--- config.mk ---
export PLATFORM = sky130hd
export DESIGN_NAME = hyperbus_arbiter
export DESIGN_NICKNAME = d
export VERILOG_FILES = /design/src/rtl/hyperbus_arbiter.sv
export SDC_FILE = /design/constraint.sdc
export NUM_CORES = 1
export LEC_CHECK = 0
export CAP_MARGIN = 5
export CORE_AREA = 2 2 169 171
export DETAILED_ROUTE_END_ITERATION = 8
export DIE_AREA = 0 0 171 173
export MAX_ROUTING_LAYER = met4
export PLACE_DENSITY = 0.61
export SLEW_MARGIN = 20
export SYNTH_ARGS = -nofsm -noshare
export SYNTH_HDL_FRONTEND = slang
export SYNTH_SLANG_ARGS = --single-unit
--- constraint.sdc ---
create_clock -name clk -period 2.06 [get_ports clk]
set_input_delay 0.206 -clock clk [delete_from_list [all_inputs] [get_ports clk]]
set_output_delay 0.206 -clock clk [all_outputs]
set_load 0.005 [all_outputs]
--- src/rtl/hyperbus_arbiter.sv ---
// Round-robin arbiter sharing a single hyperbus_fifo user port among NREQ requesters.
// One transaction in flight; completion is routed back to the owner, watchdog flags lost completions.
module hyperbus_arbiter #(
   parameter int unsigned NREQ       = 4,
   parameter int unsigned ADDR_WIDTH = 32,
   parameter int unsigned DATA_WIDTH = 32,
   parameter int unsigned TIMEOUT    = 1024
) (
   input  logic                           clk,
   input  logic                           rst_n,
   input  logic [NREQ-1:0]                req_rrq,
   input  logic [NREQ-1:0]                req_wrq,
   input  logic [NREQ*ADDR_WIDTH-1:0]     req_adr,
   input  logic [NREQ*DATA_WIDTH-1:0]     req_dat,
   input  logic [NREQ*(DATA_WIDTH/8)-1:0] req_mask,
   output logic [NREQ-1:0]                req_gnt,
   output logic [NREQ-1:0]                req_done,
   output logic [NREQ-1:0]                req_rvalid,
   output logic [DATA_WIDTH-1:0]          req_rdat,
   output logic [NREQ-1:0]                req_err,
   output logic                           m_rrq,
   output logic                           m_wrq,
   output logic [ADDR_WIDTH-1:0]          m_adr,
   output logic [DATA_WIDTH-1:0]          m_dat,
   output logic [DATA_WIDTH/8-1:0]        m_mask,
   input  logic                           m_tx_done,
   input  logic                           m_rx_valid,
   input  logic [DATA_WIDTH-1:0]          m_rx_dat,
   output logic                           busy,
   output logic                           spurious
);

   localparam int unsigned MW      = DATA_WIDTH / 8;
   localparam int unsigned IW      = (NREQ > 1) ? $clog2(NREQ) : 1;
   localparam int unsigned CW      = IW + 1;
   localparam int unsigned WDW     = (TIMEOUT > 1) ? $clog2(TIMEOUT) : 1;
   localparam logic [WDW-1:0] WD_LAST = WDW'((TIMEOUT == 0) ? 0 : TIMEOUT - 1);

   localparam logic [2:0] S_IDLE  = 3'd0;
   localparam logic [2:0] S_ISSUE = 3'd1;
   localparam logic [2:0] S_WAIT  = 3'd2;
   localparam logic [2:0] S_DRAIN = 3'd3;
   localparam logic [2:0] S_DONE  = 3'd4;

   logic [2:0]      state, state_nxt;
   logic [IW-1:0]   ptr, ptr_nxt, win_idx;
   logic [CW-1:0]   cand;
   logic [NREQ-1:0] pend;
   logic            win, op_rd, cmpl, wrong, wd_hit;
   logic [WDW-1:0]  wdog;

   // Arbitration search, completion decode and next-state logic
   always_comb begin
      pend      = req_rrq | req_wrq;
      win       = 1'b0;
      win_idx   = '0;
      cand      = '0;
      ptr_nxt   = ptr;
      cmpl      = op_rd ? m_rx_valid : m_tx_done;
      wrong     = op_rd ? m_tx_done : m_rx_valid;
      wd_hit    = (TIMEOUT != 0) && (wdog == WD_LAST);
      state_nxt = state;
      for (int k = 0; k < int'(NREQ); k++) begin
         if (!win) begin
            cand = {1'b0, ptr} + CW'(k);
            if (cand >= CW'(NREQ)) cand = cand - CW'(NREQ);
            if (pend[cand[IW-1:0]]) begin
               win     = 1'b1;
               win_idx = cand[IW-1:0];
            end
         end
      end
      if (win) ptr_nxt = (win_idx == IW'(NREQ - 1)) ? '0 : win_idx + IW'(1);
      case (state)
         S_IDLE:  if (win) state_nxt = S_ISSUE;
         S_ISSUE: state_nxt = S_WAIT;
         S_WAIT: begin
            if (cmpl)        state_nxt = S_DONE;
            else if (wd_hit) state_nxt = S_DRAIN;
         end
         S_DRAIN: if (cmpl) state_nxt = S_DONE;
         S_DONE:  state_nxt = S_IDLE;
         default: state_nxt = S_IDLE;
      endcase
   end

   // State register
   always_ff @(posedge clk or negedge rst_n) begin
      if (!rst_n) state <= S_IDLE;
      else        state <= state_nxt;
   end

   // Command latch, downstream strobes, completion routing and watchdog
   always_ff @(posedge clk or negedge rst_n) begin
      if (!rst_n) begin
         ptr        <= '0;
         op_rd      <= 1'b0;
         wdog       <= '0;
         req_gnt    <= '0;
         req_done   <= '0;
         req_rvalid <= '0;
         req_err    <= '0;
         req_rdat   <= '0;
         m_rrq      <= 1'b0;
         m_wrq      <= 1'b0;
         m_adr      <= '0;
         m_dat      <= '0;
         m_mask     <= '0;
         busy       <= 1'b0;
         spurious   <= 1'b0;
      end else begin
         req_done   <= '0;
         req_rvalid <= '0;
         req_err    <= '0;
         m_rrq      <= 1'b0;
         m_wrq      <= 1'b0;
         busy       <= (state_nxt != S_IDLE);
         case (state)
            S_IDLE: begin
               if (m_tx_done || m_rx_valid) spurious <= 1'b1;
               if (win) begin
                  req_gnt <= NREQ'(1) << win_idx;
                  op_rd   <= req_rrq[win_idx];
                  m_rrq   <= req_rrq[win_idx];
                  m_wrq   <= !req_rrq[win_idx];
                  m_adr   <= req_adr[win_idx*ADDR_WIDTH +: ADDR_WIDTH];
                  m_dat   <= req_dat[win_idx*DATA_WIDTH +: DATA_WIDTH];
                  m_mask  <= req_mask[win_idx*MW +: MW];
                  ptr     <= ptr_nxt;
                  wdog    <= '0;
               end
            end
            S_ISSUE: if (m_tx_done || m_rx_valid) spurious <= 1'b1;
            S_WAIT: begin
               wdog <= wdog + WDW'(1);
               if (wrong) spurious <= 1'b1;
               if (cmpl) begin
                  req_done   <= req_gnt;
                  req_rvalid <= op_rd ? req_gnt : '0;
                  if (op_rd) req_rdat <= m_rx_dat;
               end
            end
            S_DRAIN: begin
               if (wrong) spurious <= 1'b1;
               if (cmpl)  req_err <= req_gnt;
            end
            S_DONE:  req_gnt <= '0;
            default: req_gnt <= '0;
         endcase
      end
   end

endmodule

Yosys cells after proc, flatten, opt, wreduce, memory -nomap -nowiden
Index checks and enable logic that the tools add are counted.

operators by class
  reduce and logical (&&, ||, !) cells = 14
  eq/ne operators = 8
  add/subtract/negate cells = 9
  divide/modulo/power cells = 0
  multiply operators = 0
  bitwise logic cells = 2
  shift-type cells = 4
  muxes and demuxes = 56
  magnitude comparators = 9

operators with widths
  cell                                                                   number
  128-bit by 8-bit variable part select with 32-bit output               2
  2-bit two-way mux                                                      15
  4-bit two-way mux                                                      7
  1-bit two-way mux                                                      20
  10-bit case mux with 2 select lines                                    1
  16-bit by 5-bit variable part select with 4-bit output                 1
  2-bit by 3-bit < comparator with 1-bit output, second input constant   5
  3-bit two-way mux                                                      4
  3-bit case mux with 4 select lines                                     1
  10-bit by 1-bit adder with 10-bit output, second input constant        1
  1-bit binary-select mux with 2-bit select                              5
  10-bit equality test, second input constant                            1
  10-bit two-way mux                                                     1
  3-bit >= comparator, second input constant                             3
  4-bit case mux with 2 select lines                                     1
  2-bit by 1-bit subtractor with 2-bit output, second input constant     4
  2-bit by 2-bit adder with 3-bit output, second input constant          2
  3-bit by 2-bit equality test with 1-bit output, second input constant  2
  2-bit AND reduction                                                    3
  3-bit AND reduction                                                    2
  2-bit by 1-bit != test with 1-bit output, second input constant        2
  4-bit OR                                                               1
  2-bit nonzero test                                                     2
  2-bit OR reduction                                                     2
  14 further kinds                                                       14

storage, ports and cells
  RAM bits = 0
  bits in latches = 0
  logic and storage cells = 118
  bits in registers = 136
  ROM bits = 0
  output and inout port bits = 120
  memories kept = 0
  bits of input ports = 316

Longest topological paths before layout
  word-level depth = 25
  gate-level depth with buffers = 11
  gate-level depth less buffers = 7

Worst setup path before layout
OpenSTA, ideal clock, no wires.

  path type = input to register
  from = input port req_wrq[1]
  to = register req_gnt[1]
  path buffers = 4
  arrival time = 1769 ps
  path slack = 159 ps
  required time = 1927 ps
  library setup time = 133 ps
  stages on the path = 11
  cells stage by stage = or2_1 buf_6 o311ai_2 and2_1 buf_6 buf_8 buf_6 inv_2 ha_1 mux2i_1 nor2_1

between the ends
  word-level cells in the longest chain between the ends = 13
  elaborated cells on any way between the ends = 28
  classes of those cells = 1 x eq/ne; 1 x shift; 24 x mux; 1 x bitwise; 1 x reduce/logical

ends and longest elaborated chain
  element                                      line  RTL
  start: declaration                           12    input logic [NREQ-1:0] req_wrq,
  4-bit OR *                                   54    pend = req_rrq | req_wrq;
  1-bit binary-select mux with 2-bit select    67    if (pend[cand[IW-1:0]]) begin
  1-bit two-way mux (not written as such)      67
  2-bit two-way mux (2 in a row)               67
  2-bit two-way mux                            64    if (!win) begin
  2-bit two-way mux                            67
  2-bit two-way mux                            64
  2-bit two-way mux                            67
  2-bit two-way mux                            64
  1-bit by 2-bit left shift with 4-bit output  122   req_gnt <= NREQ'(1) << win_idx;
  4-bit two-way mux                            121   if (win) begin
  4-bit case mux with 2 select lines           118   case (state)
  end signal: assignment                       122
  end: declaration                             16    output logic [NREQ-1:0] req_gnt,

Mark *: on every way between the ends. The rest lies on a longest branch, timed or not. The select of a mux whose other input is x is not followed.
A chain may end at the register's enable or synchronous reset.

Worst setup path after layout
  from = input port req_wrq[1]
  to = register m_dat[10]

between the ends
  word-level cells in the longest chain between the ends = 11
  elaborated cells on any way between the ends = 25
  classes of those cells = 1 x shift; 22 x mux; 1 x bitwise; 1 x reduce/logical

ends and longest elaborated chain
  element                                                   line  RTL
  4-bit OR *                                                54
  1-bit binary-select mux with 2-bit select                 67
  1-bit two-way mux (not written as such)                   67
  2-bit two-way mux (2 in a row)                            67
  2-bit two-way mux                                         64
  2-bit two-way mux                                         67
  2-bit two-way mux                                         64
  2-bit two-way mux                                         67
  2-bit two-way mux                                         64
  128-bit by 8-bit variable part select with 32-bit output  127   m_dat <= req_dat[win_idx*DATA_WIDTH +: DATA_WIDTH];
  end signal: assignment                                    127
  end: declaration                                          24    output logic [DATA_WIDTH-1:0] m_dat,

Marks and branches as above.

==> out/metrics.csv <==
metric,value,unit
status,"finished, final reports clean",
Die Area,29600,um^2
Critical R2R Launch,ptr[1],
share of layout cells above drive strength 1,0.146,
1st-iter DRT viols,314,
largest cells by area after synthesis,"dfrtp_1 46%, mux2i_1 20%, o221ai_1 6.0%, nand2_1 4.3%, mux2_2 4.0%",
Port Buf Inserts,435,
P_leak,5.46,nW
flop2flop setup slack,0.08,ns
Pwr per Cell Area,1320,nW/um^2
Slew Limit Fails,0,
Period minus WS final,2.00,ns
Routed Antenna Nets,0,
setup violators final,0,
Peak VDD IR,0.601,mV
crit end category,register,
Final Total Pwr,17.3,mW
Synth cell types,54,
initial antenna violation count,1,
via-per-instance ratio,4.65,
net switching power,6.21,mW
fmax,499,MHz
Sequential Power Share,0.259,
CP required,2.35,ns
largest net degree at the start of global routing,54,
period utilization,0.973,
Final WS setup,0.0561,ns
Worst Skew,0.0108,ns
clock-pin slew on the worst setup and hold paths,0.07,ns
Max Buffers Root-to-Sink,2,
syn_area_per_cell,11.9,um^2
hpwl dp,21.8,mm
# clock sinks,136,
Place WS,-0.443,ns
number of max-cap violations,0,
H-tree level count,4,
global route overflow,0,
P&R area growth vs syn,79.0,%
Post-synth top flop,dfrtp_1,
Synth Warn #,0,
asr flop ratio synth,1.00,
gr usage total,0.192,
sequential share of the synthesized area,0.465,
Fin. Hold Viols,0,
share of the synthesized area in the top cell type,0.465,
gpl congestion,0.882,
"most common cell after layout, fill and taps aside",clkdlybuf4s50_1,
detailed-route DRC error count,0,
std cell rows,61,
final wirelength,28.4,mm
cts bufs inserted,17,
worst setup path startpoint,req_wrq[1],
initial cell density of the core,0.265,
Worst Hold Class,in2async,
power share of the combinational group,0.554,
syn_nets,939,
CP arrival,2.29,ns
leading area contributor after synthesis,dfrtp_1,
CTS tree,built,
Chip Height,173,um
Root Buffer,clkbuf_16,
post-synthesis cell count,618,
drt pass-1 iters,5,
critical path class,in2reg,
via count,6900,
first-pass GRT wire length,42.0,mm
number of global-route vias before repair,7138,
register bit total from synthesis,136,
crit-path max FO,17,
nets@finish,1413,
Core Box Area,27600,um^2
I/O pin total,436,
die width,171,um
Routed WL per cell,19.1,um
RSZ-0062 raised after global routing,true,
Slew headroom,0.625,
switch share,0.359,
Synth Cell Area,7320,um^2
Worst Tran Pin Value,0.562,ns
Clock Power Share,0.187,
clock latency on the worst-skew pair,0.42,ns
Critical Path Start Type,primary input,
Power Internal,11.1,mW
most frequent cells in the layout,"434 x clkdlybuf4s50_1, 140 x mux2i_1, 135 x dfrtp_1",
Post-synth EDFFs,0,
==> Yosys cell counts, drive strengths merged, types with 4 or more instances <==
library cell / count
and3: 6
o21ai: 17
clkbuf: 16
inv: 5
and2: 10
ha: 5
nor2: 22
a31oi: 4
or2: 5
o221ai: 68
buf: 30
mux2: 32
mux2i: 143
nand2: 85
nand3: 4
dfrtp: 136
==> power by group through the flow <==
stage,combinational (mW),sequential (mW),clock (mW)
2_1_floorplan,4.91,4.53,0
3_3_place_gp,9.45,4.48,0
3_5_place_dp,9.54,4.51,0
4_1_cts,9.57,4.48,3.33
5_1_grt,10.3,4.62,3.45
6_report,9.57,4.48,3.22
==> critical path, stage by stage <==
cell and delay, ns:
clkdlybuf4s50_1 0.46, or2_1 0.29, o311ai_2 0.31, and2_4 0.24
buf_12 0.18, buf_12 0.17, mux2i_4 0.25, o221ai_1 0.15
==> what timing repair did <==
action,in CTS,in global routing
endpoints found under the hold margin,48,0
pin swaps,0,1
buffers inserted,0,7
hold buffers,1,0
endpoints found under the setup margin,1,15
gates resized for setup,1,5
==> metrics by stage <==
stage / cells / cell area, um^2 / utilization / hold slack, ns / TNS [ns]
CTS: 1476 / 13000 / 0.472 / 0.335 / 0
global placement: 1443 / 12400 / 0.449 / 0.227 / -19.78
global route: 1484 / 13100 / 0.474 / 0.363 / -0.0121
finish: 1484 / 13100 / 0.474 / 0.339 / 0
floorplan: 618 / 7320 / - / -0.0896 / 0
detailed placement: 1443 / 12400 / 0.449 / 0.231 / -23.74
==> cell families (layout without fill, tap and decap cells) <==
| family | Yosys count | count (layout) | synth area share |
|---|---|---|---|
| fa+ha+maj | 5 | 5 | 0.00854 |
| other cells | 0 | 1 | 0 |
| compound gates | 108 | 108 | 0.136 |
| xor+xnor | 2 | 2 | 0.00239 |
| buf+inv | 51 | 538 | 0.0596 |
| simple gates | 141 | 141 | 0.0842 |
| flops | 136 | 136 | 0.465 |
| mux | 175 | 175 | 0.245 |
==> worst paths after layout <==
| check | end | cells past startpoint |
|---|---|---|
| setup reg to reg | m_dat[10] | 7 |
| hold reg to reg | spurious | 1 |
| min in group clk | req_rdat[0] | 2 |
| max in group asynchronous | m_adr[5] | 3 |
| setup / recovery | m_dat[10] | 8 |
| hold / removal | req_rdat[27] | 2 |
==> state kept, by name, indices dropped and copies added, names as in the netlist <==
| signal | count |
|---|---|
| state | 3 |
| m_rrq | 1 |
| req_gnt | 4 |
| req_rdat | 32 |
| wdog | 10 |
| op_rd | 1 |
| spurious | 1 |
| req_done | 4 |
| req_rvalid | 4 |
| busy | 1 |
| ptr | 2 |
| m_dat | 32 |
| m_mask | 4 |
| m_wrq | 1 |
| req_err | 4 |
| m_adr | 32 |
==> per-layer routing <==
layer	routed length (um)	up-vias	track usage
li1	-	3270	-
met1	11300	3340	0.220
met2	14800	265	0.339
met3	1790	25	0.0369
met4	471	0	0.0519
met5	0	-	-
==> cell type report <==
class / count / area, um^2
fill: 2612 / 14500
antenna: 1 / 2.50
clock buffer: 17 / 425
multi-input combinational: 431 / 3520
inverter: 5 / 18.8
clock inverter: 15 / 184
timing repair buffer: 501 / 5080
sequential: 136 / 3400
tap: 378 / 473
Note: power is estimated with default switching activity, not from simulation.
